### src/rtl/loader_pkg.sv
// Shared types and constants for the UART program loader.
package loader_pkg;

    localparam int unsigned WORD_BYTES = 4;

    typedef enum logic [2:0] {
        LdIdle,
        LdLenLo,
        LdLenHi,
        LdData,
        LdDone
    } ld_state_e;

    typedef enum logic [1:0] {
        RxIdle,
        RxStart,
        RxData,
        RxStop
    } rx_state_e;

endpackage

### src/rtl/uart_rx_byte.sv
// 8N1 UART byte receiver: 2-flop synchronizer, bit timer and receive FSM.
module uart_rx_byte
    import loader_pkg::*;
#(
    parameter int unsigned CLKS_PER_BIT = 868
) (
    input  logic       CLK,
    input  logic       RST,
    input  logic       rx,
    output logic       byte_valid,
    output logic [7:0] byte_data,
    output logic       frame_err
);

    localparam int unsigned CntW = $clog2(CLKS_PER_BIT + 1);
    localparam logic [CntW-1:0] HalfBit = CntW'(CLKS_PER_BIT / 2);
    localparam logic [CntW-1:0] FullBit = CntW'(CLKS_PER_BIT);

    rx_state_e       state;
    logic            rx_meta;
    logic            rx_sync;
    logic            rx_prev;
    logic [CntW-1:0] cnt;
    logic [2:0]      bit_idx;
    logic [7:0]      shreg;

    assign byte_data = shreg;

    // cnt holds cycles elapsed since the last sample point; the detect cycle counts as 1
    always_ff @(posedge CLK or posedge RST) begin
        if (RST) begin
            rx_meta    <= 1'b1;
            rx_sync    <= 1'b1;
            rx_prev    <= 1'b1;
            state      <= RxIdle;
            cnt        <= '0;
            bit_idx    <= '0;
            shreg      <= '0;
            byte_valid <= 1'b0;
            frame_err  <= 1'b0;
        end else begin
            rx_meta    <= rx;
            rx_sync    <= rx_meta;
            rx_prev    <= rx_sync;
            byte_valid <= 1'b0;
            frame_err  <= 1'b0;
            case (state)
                RxIdle: begin
                    if (rx_prev && !rx_sync) begin
                        state <= RxStart;
                        cnt   <= CntW'(1);
                    end
                end
                RxStart: begin
                    if (cnt == HalfBit) begin
                        cnt     <= CntW'(1);
                        bit_idx <= '0;
                        state   <= rx_sync ? RxIdle : RxData;
                    end else begin
                        cnt <= cnt + 1'b1;
                    end
                end
                RxData: begin
                    if (cnt == FullBit) begin
                        cnt     <= CntW'(1);
                        shreg   <= {rx_sync, shreg[7:1]};
                        bit_idx <= bit_idx + 1'b1;
                        if (bit_idx == 3'd7) state <= RxStop;
                    end else begin
                        cnt <= cnt + 1'b1;
                    end
                end
                RxStop: begin
                    if (cnt == FullBit) begin
                        if (rx_sync) byte_valid <= 1'b1;
                        else         frame_err  <= 1'b1;
                        state <= RxIdle;
                    end else begin
                        cnt <= cnt + 1'b1;
                    end
                end
                default: state <= RxIdle;
            endcase
        end
    end

endmodule

### src/rtl/prog_loader.sv
// UART program loader: receives a length-prefixed byte stream and writes it
// word by word into instruction memory while holding the core in reset.
module prog_loader
    import loader_pkg::*;
#(
    parameter int unsigned CLKS_PER_BIT = 868,
    parameter int unsigned DEPTH_WORDS  = 256
) (
    input  logic        CLK,
    input  logic        RST,
    input  logic        rx,
    input  logic        start,
    output logic        wr_en,
    output logic [31:0] wr_addr,
    output logic [31:0] wr_data,
    output logic        core_rst,
    output logic        busy,
    output logic        done,
    output logic        err
);

    localparam int unsigned LaneW = $clog2(WORD_BYTES);
    localparam logic [LaneW-1:0] LastLane = LaneW'(WORD_BYTES - 1);

    logic        byte_valid;
    logic        frame_err;
    logic [7:0]  byte_data;

    ld_state_e        state;
    logic [15:0]      len;
    logic [15:0]      word_cnt;
    logic [LaneW-1:0] lane;
    logic [23:0]      word_sh;
    logic             core_rst_q;
    logic [15:0]      len_full;
    logic             len_bad;

    uart_rx_byte #(
        .CLKS_PER_BIT(CLKS_PER_BIT)
    ) u_rx (
        .CLK       (CLK),
        .RST       (RST),
        .rx        (rx),
        .byte_valid(byte_valid),
        .byte_data (byte_data),
        .frame_err (frame_err)
    );

    assign len_full = {byte_data, len[7:0]};
    assign len_bad  = 32'(len_full) > DEPTH_WORDS;
    // The core also sees the system reset directly, not only the registered hold.
    assign core_rst = core_rst_q | RST;

    always_ff @(posedge CLK or posedge RST) begin
        if (RST) begin
            state      <= LdIdle;
            len        <= '0;
            word_cnt   <= '0;
            lane       <= '0;
            word_sh    <= '0;
            wr_en      <= 1'b0;
            wr_addr    <= '0;
            wr_data    <= '0;
            core_rst_q <= 1'b1;
            busy       <= 1'b0;
            done       <= 1'b0;
            err        <= 1'b0;
        end else begin
            wr_en <= 1'b0;
            if (frame_err && (state inside {LdLenLo, LdLenHi, LdData})) begin
                err   <= 1'b1;
                busy  <= 1'b0;
                lane  <= '0;
                state <= LdIdle;
            end else begin
                case (state)
                    LdIdle: begin
                        if (start) begin
                            core_rst_q <= 1'b1;
                            busy       <= 1'b1;
                            done       <= 1'b0;
                            err        <= 1'b0;
                            word_cnt   <= '0;
                            wr_addr    <= '0;
                            lane       <= '0;
                            state      <= LdLenLo;
                        end
                    end
                    LdLenLo: begin
                        if (byte_valid) begin
                            len[7:0] <= byte_data;
                            state    <= LdLenHi;
                        end
                    end
                    LdLenHi: begin
                        if (byte_valid) begin
                            len[15:8] <= byte_data;
                            if (len_full == 16'd0) begin
                                done       <= 1'b1;
                                core_rst_q <= 1'b0;
                                busy       <= 1'b0;
                                state      <= LdIdle;
                            end else if (len_bad) begin
                                err   <= 1'b1;
                                busy  <= 1'b0;
                                state <= LdIdle;
                            end else begin
                                state <= LdData;
                            end
                        end
                    end
                    LdData: begin
                        if (byte_valid) begin
                            lane <= lane + 1'b1;
                            if (lane == LastLane) begin
                                wr_en    <= 1'b1;
                                wr_data  <= {byte_data, word_sh};
                                wr_addr  <= {14'b0, word_cnt, 2'b00};
                                word_cnt <= word_cnt + 16'd1;
                                if (word_cnt + 16'd1 == len) state <= LdDone;
                            end else begin
                                word_sh <= {byte_data, word_sh[23:8]};
                            end
                        end
                    end
                    LdDone: begin
                        done       <= 1'b1;
                        core_rst_q <= 1'b0;
                        busy       <= 1'b0;
                        state      <= LdIdle;
                    end
                    default: state <= LdIdle;
                endcase
            end
        end
    end

endmodule
### config.mk
export PLATFORM = sky130hd
export DESIGN_NAME = prog_loader
export DESIGN_NICKNAME = d
export VERILOG_FILES = /design/src/rtl/loader_pkg.sv /design/src/rtl/uart_rx_byte.sv /design/src/rtl/prog_loader.sv
export SDC_FILE = /design/constraint.sdc
export NUM_CORES = 1
export LEC_CHECK = 0
export CORE_ASPECT_RATIO = 0.5
export CORE_MARGIN = 10
export CORE_UTILIZATION = 40
export CTS_CLUSTER_DIAMETER = 80
export DETAILED_ROUTE_END_ITERATION = 8
export PLACE_DENSITY = 0.59
export SYNTH_ARGS = -nofsm -noshare
export SYNTH_HDL_FRONTEND = slang
export SYNTH_HIERARCHICAL = 1
export SYNTH_SLANG_ARGS = --single-unit
### constraint.sdc
create_clock -name CLK -period 4.5 [get_ports CLK]
set_input_delay 0.675 -clock CLK [delete_from_list [all_inputs] [get_ports CLK]]
set_output_delay 0.675 -clock CLK [all_outputs]
set_load 0.02 [all_outputs]
After elaboration in Yosys (flattened, before gate mapping)
Index checks and enable logic that the tools add are counted.

Register bits after elaboration: 158. Output and inout bits: 69. Memories kept: 0. Bits in latches: 0. Bits in read-only memories: 0. Input bits: 4. Bits in writable memories: 0.

Bitwise operators: 3. Multipliers: 0. Add/sub/neg operators: 4. Divide/modulo/power cells: 0. Equal/unequal tests: 32. Shift-type cells: 0. Mux-type cells: 65. Reductions and logical operators: 27. Magnitude comparators: 1.

Operators with widths (number): 32-bit two-way mux (3); 32-bit case mux with 2 select lines (1); 16-bit two-way mux (3); 10-bit two-way mux (4); 10-bit case mux with 4 select lines (1); 16-bit case mux with 2 select lines (1); 3-bit two-way mux (9); 1-bit two-way mux (24); 2-bit two-way mux (11); 5-bit AND reduction (4); 2-bit by 1-bit inequality test with 1-bit output, second input constant (9); 16-bit by 1-bit adder with 16-bit output, second input constant (1); 16-bit == test (1); 16-bit by 9-bit > comparator with 1-bit output, second input constant (1); 16-bit logical NOT (1); 3-bit by 1-bit inequality test with 1-bit output, second input constant (5); 3-bit case mux with 4 select lines (1); 3-bit AND reduction (4); 4-bit AND reduction (3); 3-bit nonzero test (4); 10-bit by 1-bit adder with 10-bit output, second input constant (1); 10-bit == test, second input constant (1); 10-bit by 9-bit == test with 1-bit output, second input constant (1); 1-bit case mux with 3 select lines (3); other kinds (25) (35).

Depth between registers and ports, before layout
Gate-level depths: netlist of the first run.

Word-level depth: 7. Gate-level depth with buffers: 10. Mapped depth without buffers: 8.

Cells and area by module
The synthesis of the first run kept the hierarchy.

Modules (own cells, without submodules): prog_loader (instances 1, cells each 500, area an instance 5327.6 um2); uart_rx_byte (instances 1, cells each 137, area an instance 1520.2 um2).

Least setup slack after synthesis of the first run
Ideal clock, no wire load.

Path kind: input to output. From: input RST. To: output core_rst. Path slack: 0.168 ns. Stages on the path: 2. Arrival: 3.657 ns. Buffers on the path: 0. Cells stage by stage: inv_1 nand2_1.

Cells in the longest elaborated chain, start to end: 1.

RTL lines: start: declaration (line prog_loader.sv:10) `input logic RST,`; 1-bit bitwise OR (line prog_loader.sv:52) `assign core_rst = core_rst_q | RST;`; end: declaration (line prog_loader.sv:16) `output logic core_rst,`.

Every way passes these cells.

Final worst setup path of the first run
Ends and elaborated chain as after synthesis.

==> results of run 1 <==
area by class of cell:
class	count	share of cell area
tap	227	0.0352
multi-input combinational	446	0.374
clock buffer	17	0.0528
inverter	15	0.00730
timing repair buffer	58	0.0714
clock inverter	15	0.0174
sequential	142	0.441
logic make-up after synthesis:
family	Yosys count	synth area share
compound gates	105	0.114
xor+xnor	25	0.0340
fa+ha+maj	7	0.0128
buf+inv	64	0.0491
flops	142	0.520
mux	57	0.0943
other cells	1	0.000548
simple gates	236	0.176
state kept, by name, indices dropped and copies added, names as in the netlist, 2 cells and up, named ones only:
name / cells
wr_data: 32
word_sh: 24
len: 16
word_cnt: 16
wr_addr: 16
u_rx/cnt: 10
u_rx/byte_data: 8
state: 3
u_rx/bit_idx: 3
lane: 2
metrics by stage:
| stage | hold WS [ns] | power, mW | cells | area (um^2) |
|---|---|---|---|---|
| 6_report | 0.358 | 2.91 | 920 | 8060 |
| 3_3_place_gp | 0.348 | 1.56 | 888 | 7490 |
| 4_1_cts | 0.361 | 2.93 | 920 | 8060 |
| 5_1_grt | 0.359 | 3.02 | 920 | 8060 |
| 3_5_place_dp | 0.347 | 1.57 | 888 | 7490 |
| 2_1_floorplan | 0.345 | 1.53 | 652 | 6900 |
routing by layer:
metal  routed length (um)  GRT usage
met1                 7390      0.186
met2                 7020      0.211
met3                  713     0.0333
met4                  102     0.0321
met5                    0          0
worst max-delay path by stage:
stage,start,to,slack [ns],depth (start not counted)
after floorplan,RST,core_rst,0.17,2
after global placement,RST,core_rst,1.56,4
after detailed placement,RST,core_rst,1.53,4
after CTS,RST,core_rst,1.53,4
after global routing,RST,core_rst,1.41,4
final,RST,core_rst,1.59,4
placed cells by master, fill, tap and decap left out, types with 5 or more instances in the layout:
cell type        instances
xnor2_1                 14
nor3_1                   6
clkdlybuf4s50_1         56
nand3_1                 13
or2_2                    5
nor2b_1                  5
o21ai_0                 29
inv_1                   13
a31oi_1                  5
ha_1                     7
inv_6                    5
dfrtp_1                138
nor4_1                   6
or3_1                    5
inv_8                    6
nand2b_1                 5
conb_1                  16
mux2_2                  52
and3_1                   5
nand2_1                125
nor2_1                  23
xor2_1                  10
clkbuf_16               17
a22o_1                  20
o31ai_1                  5
nand4_1                  9
a21oi_1                 11
power breakdown:
part,switching (mW),internal (mW)
Combinational,0.117,0.0712
Sequential,0.0490,1.30
Clock,0.629,0.736
Total,0.795,2.11
==> results.py, run 1 <==
metrics = {
    "run_status": {
        "outcome": "complete, no violations",
    },
    "flow_run": {
        "maxCapViolations": 0,
    },
    "pwr": {
        "power_density_nw_per_um2": 361,
        "power_leakage_nw": 3.77,
        "vdd_drop_max_mv": 0.301,
    },
    "drt": {
        "drtAntennaViolNets": 0,
        "drtIter0Drc": 371,
        "vias_per_cell": 5.23,
        "wl_um": 15200,
        "first_pass_iters": 5,
        "drc": 0,
        "vias": 4814,
        "drt-wirelength-per-cell_um": 16.5,
    },
    "worst_setup_path": {
        "r2r-end": "len[0]$_DFFE_PP0P_",
        "cp.arrival_ns": 2.23,
        "path_max_fanout": 44,
        "crit_slowest_cell": "clkdlybuf4s50_1",
        "cp-start-kind": "input port",
        "cp.required_ns": 3.83,
        "critical_path.max_stage_delay_ns": 0.56,
        "rr_worst_depth": 8,
        "cpLargestDelayFamily": "buffers and inverters",
        "path_class": "in2out",
        "rrSetupSlack_ns": 1.72,
        "cp-end-kind": "output pin",
        "cp.buffers_inverters": 3,
        "path_cells": "clkdlybuf4s50_1 > inv_4 > nand2_1 > clkdlybuf4s50_1",
        "timing.rr.start": "word_cnt[0]$_DFFE_PP0P_",
        "cp_common_cell": "clkdlybuf4s50_1",
    },
    "floorplanning": {
        "fp.dieW_um": 205,
        "pin_count": 73,
        "start_util": 0.413,
        "rows": 33,
        "die_area_um2": 23100,
        "dieHeight_um": 113,
        "core_region_area_um2": 16600,
    },
    "synthesis": {
        "seq_area_frac_synth": 0.520,
        "avgSynthCellArea_um2": 10.8,
        "synth_edf_count": 0,
        "synthTopCellsByArea": "dfrtp_1 (50%), mux2_2 (8.6%), nand2_1 (6.9%)",
        "synth_top_cell_by_area": "dfrtp_1",
        "synth_most_common_cell": "dfrtp_1",
        "synth_area_um2": 6850,
        "synthTopCellsByCount": "dfrtp_1 (138), nand2_1 (126), mux2_2 (52)",
        "synth_seq_cells": 142,
        "yosys_warnings": 6,
        "synthArstFlopShare": 1.00,
        "postSynthCellCount": 637,
        "post_synth_num_cell_types": 70,
        "synth.top_cell.area_share": 0.504,
        "synthFlopType": "dfrtp_1",
    },
    "clocking": {
        "numClockSinks": 142,
        "cts_tree": "built",
        "holdBufCountCts": 0,
        "htree_levels": 4,
        "cts_setup_buffers": 0,
        "clock_latency_ns": 0.42,
        "cts-buffers-inserted": 17,
        "worst_setup_hold_path_clk_slew_ns": 0.07,
        "cts_resized": 0,
        "clockRootBuffer": "clkbuf_16",
        "clockBufferDepth": 2,
    },
    "cells_and_area": {
        "antennaDiodeCount": 0,
        "drive_above_1_share": 0.175,
        "multi_input_area_um2": 3020,
        "fin_util": 0.486,
        "area_delta_synth_final_pct": 17.7,
        "regArea_um2": 3560,
        "nets": 691,
        "nFillCells": 1535,
    },
    "global_routing": {
        "grt_pass1_wl_um": 25600,
        "grt_usage": 0.135,
        "grt_pass1_vias": 4749,
        "antenna_found_initial": 0,
        "globalRouteOverflowTotal": 0,
        "grt_max_degree": 73,
    },
    "placement": {
        "dpl_worst_slack_ns": 1.53,
        "io_buffers": 56,
        "place_hpwl_um": 10100,
        "gp_congestion": 0.868,
    },
    "hold_path": {
        "hp-class": "reg2reg",
        "min_path_cells": 0,
        "holdPathEnd": "u_rx/rx_sync$_DFF_PP1_",
        "min_from": "u_rx/rx_meta$_DFF_PP1_",
    },
    "timing": {
        "rsz0062_at_grt": "no",
        "fin_skew_ns": 0.0135,
        "final_hold_viol_count": 0,
        "worst_slew_pin_slew_ns": 1.16,
        "min_period_over_period": 0.646,
        "clock.fmax_ghz": 0.344,
        "setup_viol": 0,
        "layout_setup_ws_ns": 1.59,
        "final.setup.tns_ns": 0,
        "slew_viol_final": 0,
        "slew_headroom": 0.226,
        "fin_crit_ns": 2.91,
    },
}
Power figures use the tool's default switching activity.
==> inputs of run 2 (changes only) <==
--- a/config.mk
+++ b/config.mk
@@ -10,7 +10,7 @@
 export CORE_UTILIZATION = 40
 export CTS_CLUSTER_DIAMETER = 80
 export DETAILED_ROUTE_END_ITERATION = 8
-export PLACE_DENSITY = 0.59
+export PLACE_DENSITY = 0.61
 export SYNTH_ARGS = -nofsm -noshare
 export SYNTH_HDL_FRONTEND = slang
 export SYNTH_HIERARCHICAL = 1
==> constraint.sdc (replaced) <==
create_clock -name CLK -period 2.61 [get_ports CLK]
set_input_delay 0.3915 -clock CLK [delete_from_list [all_inputs] [get_ports CLK]]
set_output_delay 0.3915 -clock CLK [all_outputs]
set_load 0.02 [all_outputs]
==> run 2 against run 1 <==
  * Count of clock-buffer cells in the layout unchanged
  * Sequential cell count unchanged
  * Non-clock buffer count increased by 32
  * First-iteration DRC count decreased by 21%
  * Utilization increased by 2.1 points
  * Via count increased by 2.6%
  * Worst hold slack about the same
  * Sequential share of layout area decreased by 1.7 points
  * Total power increased by 76%
  * Combinational power increased by 92%
  * Global-route usage increased by 0.43 points
  * Clock skew about the same
==> results.py, run 2 (synthesis gave the netlist of run 1 again) <==
metrics = {
    "worst_setup_path": {
        "cp.buffers_inverters": 1,
        "crit_start": "word_cnt[3]$_DFFE_PP0P_",
        "timing.rr.start": "word_cnt[3]$_DFFE_PP0P_",
        "cp-endpoint": "len[2]$_DFFE_PP0P_",
        "cp.required_ns": 2.91,
        "path_max_fanout": 7,
        "critical_path.max_stage_delay_ns": 0.44,
        "crit_cells": 8,
        "path_class": "reg2reg",
        "cp-start-kind": "register",
        "r2r-end": "len[2]$_DFFE_PP0P_",
        "cp.arrival_ns": 2.83,
        "cp-end-kind": "register",
        "crit_slowest_cell": "dfrtp_2",
        "rrSetupSlack_ns": 0.08,
        "rr_worst_depth": 8,
        "cpLargestDelayFamily": "multiplexers",
        "path_cells": "and4_4 > nand4_4 > mux2_4 > o31ai_2 > a2111oi_4 > buf_4 > o21ai_2 > mux2_2",
    },
    "cells_and_area": {
        "area_delta_synth_final_pct": 22.7,
        "regArea_um2": 3570,
        "final_area_um2": 8400,
        "final_common_cell": "dfrtp_1",
        "regMostFlops": "wr_data",
        "nets": 724,
        "drive_above_1_share": 0.227,
        "top_regs": "wr_data (32), word_sh (24)",
        "antennaDiodeCount": 0,
        "final_cell_mix": "dfrtp_1 (131), nand2_1 (125), clkdlybuf4s50_1 (56)",
        "multi_input_area_um2": 3050,
        "nFillCells": 1508,
        "largest_reg_flops": 32,
        "layout.cells.non_filler": 953,
    },
    "clocking": {
        "clock_latency_ns": 0.42,
        "cts_tree": "built",
        "clockRootBuffer": "clkbuf_16",
        "clockBufferDepth": 2,
        "holdBufCountCts": 0,
        "worst_setup_hold_path_clk_slew_ns": 0.07,
        "numClockSinks": 142,
        "htree_levels": 4,
        "cts-buffers-inserted": 17,
    },
    "drt": {
        "wl_met1_um": 7300,
        "wl_um": 15900,
        "first_pass_iters": 4,
        "drc": 0,
        "drtIter0Drc": 293,
        "vias_per_cell": 5.18,
        "drt-wirelength-per-cell_um": 16.7,
        "highest-signal-layer": "met4",
        "drtAntennaViolNets": 0,
        "wl_met3_um": 783,
        "met2_length_um": 7680,
        "vias": 4941,
    },
    "placement": {
        "place_hpwl_um": 10700,
        "placed_cell_area_um2": 7770,
        "gp_congestion": 0.885,
        "io_buffers": 56,
        "dpl_worst_slack_ns": 0.117,
        "dp_cells": 919,
    },
    "timing": {
        "setup_viol": 0,
        "worst_hold_slack_ns": 0.358,
        "slew_viol_final": 0,
        "clock.fmax_ghz": 0.395,
        "rsz0062_at_grt": "no",
        "layout_setup_ws_ns": 0.0791,
        "final.setup.tns_ns": 0,
        "slew_headroom": 0.420,
        "min_period_over_period": 0.970,
        "fin_crit_ns": 2.53,
        "worst_slew_pin_slew_ns": 0.863,
        "final_hold_viol_count": 0,
        "fin_skew_ns": 0.0139,
    },
    "global_routing": {
        "antenna_found_initial": 0,
        "globalRouteOverflowTotal": 0,
        "grt_pass1_wl_um": 26200,
        "grt_pass1_vias": 5064,
        "grt_usage": 0.140,
        "grt_max_degree": 115,
    },
    "floorplanning": {
        "rows": 33,
        "start_util": 0.413,
        "pin_count": 73,
        "dieHeight_um": 113,
        "fp.dieW_um": 205,
        "core_region_area_um2": 16600,
        "die_area_um2": 23100,
    },
    "hold_path": {
        "hp-class": "reg2reg",
    },
    "pwr": {
        "vdd_drop_max_mv": 0.486,
        "power_leakage_nw": 3.94,
        "power_density_nw_per_um2": 609,
    },
    "flow_run": {
        "maxCapViolations": 0,
    },
    "run_status": {
        "outcome": "complete, no violations",
    },
}
==> run 2: worst min-delay path by stage <==
stage / startpoint / endpoint / slack [ns] / cells past startpoint
CTS: u_rx/rx_meta$_DFF_PP1_ / u_rx/rx_sync$_DFF_PP1_ / 0.36 / 0
global placement: u_rx/rx_meta$_DFF_PP1_ / u_rx/rx_sync$_DFF_PP1_ / 0.35 / 0
detailed placement: u_rx/rx_meta$_DFF_PP1_ / u_rx/rx_sync$_DFF_PP1_ / 0.35 / 0
floorplan: u_rx/rx_meta$_DFF_PP1_ / u_rx/rx_sync$_DFF_PP1_ / 0.35 / 0
finish: u_rx/rx_meta$_DFF_PP1_ / u_rx/rx_sync$_DFF_PP1_ / 0.36 / 0
global route: u_rx/rx_meta$_DFF_PP1_ / u_rx/rx_sync$_DFF_PP1_ / 0.36 / 0
==> run 2: metrics by stage <==
stage,power (mW),util
after floorplan,2.63,-
after global placement,2.71,0.468
after detailed placement,2.72,0.468
after CTS,5.18,0.503
after global routing,5.32,0.506
final,5.12,0.506
==> run 2: power by group <==
group	internal, mW	leakage, nW	total [mW]	switching, mW
logic	0.145	1.79	0.361	0.216
registers	2.25	1.86	2.32	0.0719
clock network	1.36	0.285	2.44	1.07
total	3.76	3.94	5.12	1.36
==> run 2: layer usage <==
metal	up-vias	global-route usage
li1	2387	-
met1	2467	0.178
met3	8	0.0330
met4	0	0.0448
met2	79	0.230
met5	-	0
==> run 2: final cells by class <==
cell class                 instances  area share
sequential                       142       0.425
clock inverter                    15      0.0194
timing repair buffer              90       0.102
inverter                          15     0.00715
clock buffer                      17      0.0506
multi-input combinational        447       0.363
tap                              227      0.0338
==> run 2: repair_timing <==
action,CTS,global route
endpoints found under the setup margin,0,11
gates resized for setup,0,12
buffers inserted,0,1
==> run 2: worst register-to-register path, stage by stage (launching register included) <==
cell,delay (ns)
dfrtp_2,0.44
and4_4,0.29
nand4_4,0.14
mux2_4,0.33
o31ai_2,0.31
a2111oi_4,0.11
buf_4,0.18
o21ai_2,0.24
mux2_2,0.37
==> inputs of run 3 (changes only) <==
--- a/config.mk
+++ b/config.mk
@@ -10,7 +10,7 @@
 export CORE_UTILIZATION = 40
 export CTS_CLUSTER_DIAMETER = 80
 export DETAILED_ROUTE_END_ITERATION = 8
-export PLACE_DENSITY = 0.61
+export PLACE_DENSITY = 0.59
 export SYNTH_ARGS = -nofsm -noshare
 export SYNTH_HDL_FRONTEND = slang
 export SYNTH_HIERARCHICAL = 1
==> constraint.sdc (replaced) <==
create_clock -name CLK -period 2.74 [get_ports CLK]
set_input_delay 0.411 -clock CLK [delete_from_list [all_inputs] [get_ports CLK]]
set_output_delay 0.411 -clock CLK [all_outputs]
set_load 0.005 [all_outputs]
==> run 3 against run 2 <==
  * Worst hold slack better by 0.0065 ns
  * Sequential share of layout area up 0.29 points
  * Sequential cell count is the same
  * Largest power group unchanged
  * Critical path depth did not move
  * Utilization is 0.44 points lower
  * First-iteration DRC count is 36% higher
  * Total power fell by 4.9%
  * Global-route usage is essentially flat
  * Critical endpoint is now len[0]$_DFFE_PP0P_
  * Cell count down 0.73%
  * Via count is 0.38% lower
  * Sequential power decreased by 4%
  * Wire length is 1.5% lower
==> results.py, run 3 (synthesis gave the netlist of run 1 again) <==
metrics = {
    "worst_setup_path": {
        "cp-start-kind": "register",
        "cp.arrival_ns": 2.90,
        "crit_start": "word_cnt[3]$_DFFE_PP0P_",
        "r2r-end": "len[0]$_DFFE_PP0P_",
        "cp-end-kind": "register",
        "path_cells": "and4_4 > nand4_4 > mux2_4 > o31ai_2 > a2111oi_4 > buf_4 > o21ai_4 > mux2_2",
        "path_max_fanout": 7,
        "cpLargestDelayFamily": "multiplexers",
        "crit_slowest_cell": "dfrtp_1",
        "cp.required_ns": 3.04,
        "cp.buffers_inverters": 1,
        "rrSetupSlack_ns": 0.14,
        "rr_worst_depth": 8,
        "timing.rr.start": "word_cnt[3]$_DFFE_PP0P_",
        "critical_path.max_stage_delay_ns": 0.47,
        "path_class": "reg2reg",
    },
    "drt": {
        "first_pass_iters": 4,
        "vias": 4922,
        "wl_um": 15600,
        "drc": 0,
        "drtAntennaViolNets": 0,
        "drtIter0Drc": 398,
        "drt-wirelength-per-cell_um": 16.5,
        "vias_per_cell": 5.20,
    },
    "pwr": {
        "power_leakage_nw": 3.91,
        "p_sw_mw": 1.29,
        "seq_power_share": 0.457,
        "swShare": 0.265,
        "combPwrFrac": 0.063,
        "power_mw": 4.87,
        "intPower_mw": 3.58,
        "clock_power_share": 0.479,
        "power_density_nw_per_um2": 585,
        "vdd_drop_max_mv": 0.385,
    },
    "global_routing": {
        "globalRouteOverflowTotal": 0,
        "grt.met2_usage": 0.218,
        "grtUsageMet1": 0.185,
        "grt_usage": 0.139,
        "grt_pass1_wl_um": 26200,
        "grt_pass1_vias": 4883,
        "grt_max_degree": 115,
        "top_usage_layer": "met2",
        "use_met3": 0.0408,
        "antenna_found_initial": 0,
    },
    "cells_and_area": {
        "antennaDiodeCount": 0,
        "top_regs": "wr_data (32), word_sh (24)",
        "regMostFlops": "wr_data",
        "largest_reg_flops": 32,
        "drive_above_1_share": 0.210,
        "area_delta_synth_final_pct": 21.6,
        "final_common_cell": "dfrtp_1",
        "final_cell_mix": "dfrtp_1 (137), nand2_1 (125), clkdlybuf4s50_1 (56)",
        "fin_util": 0.502,
        "nets": 717,
    },
    "floorplanning": {
        "core_region_area_um2": 16600,
        "start_util": 0.413,
        "die_area_um2": 23100,
        "pin_count": 73,
        "rows": 33,
        "dieHeight_um": 113,
        "fp.dieW_um": 205,
    },
    "timing": {
        "clock.fmax_ghz": 0.384,
        "slew_headroom": 0.334,
        "min_period_over_period": 0.950,
        "final_hold_viol_count": 0,
        "final.setup.tns_ns": 0,
        "fin_crit_ns": 2.60,
        "setup_viol": 0,
        "slew_viol_final": 0,
        "fin_skew_ns": 0.0150,
        "rsz0062_at_grt": "no",
        "worst_slew_pin_slew_ns": 0.999,
    },
    "hold_path": {
        "holdPathEnd": "u_rx/rx_sync$_DFF_PP1_",
        "min_path_cells": 0,
        "min_from": "u_rx/rx_meta$_DFF_PP1_",
        "hp-class": "reg2reg",
    },
    "run_status": {
        "outcome": "complete, no violations",
    },
    "clocking": {
        "cts-buffers-inserted": 17,
        "htree_levels": 4,
        "clockBufferDepth": 2,
        "clockRootBuffer": "clkbuf_16",
        "cts_tree": "built",
        "numClockSinks": 142,
        "worst_setup_hold_path_clk_slew_ns": 0.07,
        "clock_latency_ns": 0.43,
        "holdBufCountCts": 0,
    },
    "placement": {
        "place_hpwl_um": 10500,
        "io_buffers": 56,
        "gp_congestion": 0.857,
    },
    "flow_run": {
        "maxCapViolations": 0,
    },
}
run 3: cell count changes in the layout (fill, tap and decap cells not counted), sizes merged:
cell / previous run / this run
clkinvlp: 3 / 2
buf: 34 / 27
clkinv: 1 / 2
run 3: power by group through the flow:
stage | Sequential [mW] | Combinational, mW | Clock (mW)
4_1_cts | 2.23 | 0.311 | 2.39
3_5_place_dp | 2.27 | 0.308 | 0
6_report | 2.23 | 0.308 | 2.33
2_1_floorplan | 2.24 | 0.254 | 0
5_1_grt | 2.24 | 0.351 | 2.49
3_3_place_gp | 2.26 | 0.302 | 0
run 3: timing repair:
item / in CTS / in global routing
endpoints found under the setup margin: 0 / 8
buffers inserted: 0 / 2
resized for setup: 0 / 5
run 3: area by class of cell:
cell class	instances	area (um^2)
Multi-Input combinational cell	447	3040
Clock inverter	15	170
Fill cell	1530	8270
Inverter	15	60.1
Sequential cell	142	3560
Timing Repair Buffer	83	788
Tap cell	227	284
Clock buffer	17	425
run 3: worst max-delay path by stage:
stage,slack [ns],endpoint,cells after the start
floorplan,0.04,core_rst,2
finish,0.14,len[0]$_DFFE_PP0P_,8
detailed placement,0.15,len[1]$_DFFE_PP0P_,7
global placement,0.21,len[5]$_DFFE_PP0P_,8
CTS,0.12,len[0]$_DFFE_PP0P_,7
global route,0.01,len[0]$_DFFE_PP0P_,8
run 3: through the flow:
| step | hold WS, ns | instance area, um^2 | worst slack [ns] | cells |
|---|---|---|---|---|
| floorplan | 0.345 | 6910 | 0.0410 | 652 |
| global placement | 0.347 | 7690 | 0.206 | 911 |
| detailed placement | 0.348 | 7690 | 0.148 | 911 |
| CTS | 0.367 | 8290 | 0.116 | 943 |
| global route | 0.373 | 8330 | 0.0127 | 946 |
| finish | 0.364 | 8330 | 0.137 | 946 |
run 3: per-layer routing:
metal,vias up,share of wire
li1,2360,-
met1,2451,0.47
met2,98,0.47
met3,13,0.051
met4,0,0.0082
met5,-,0
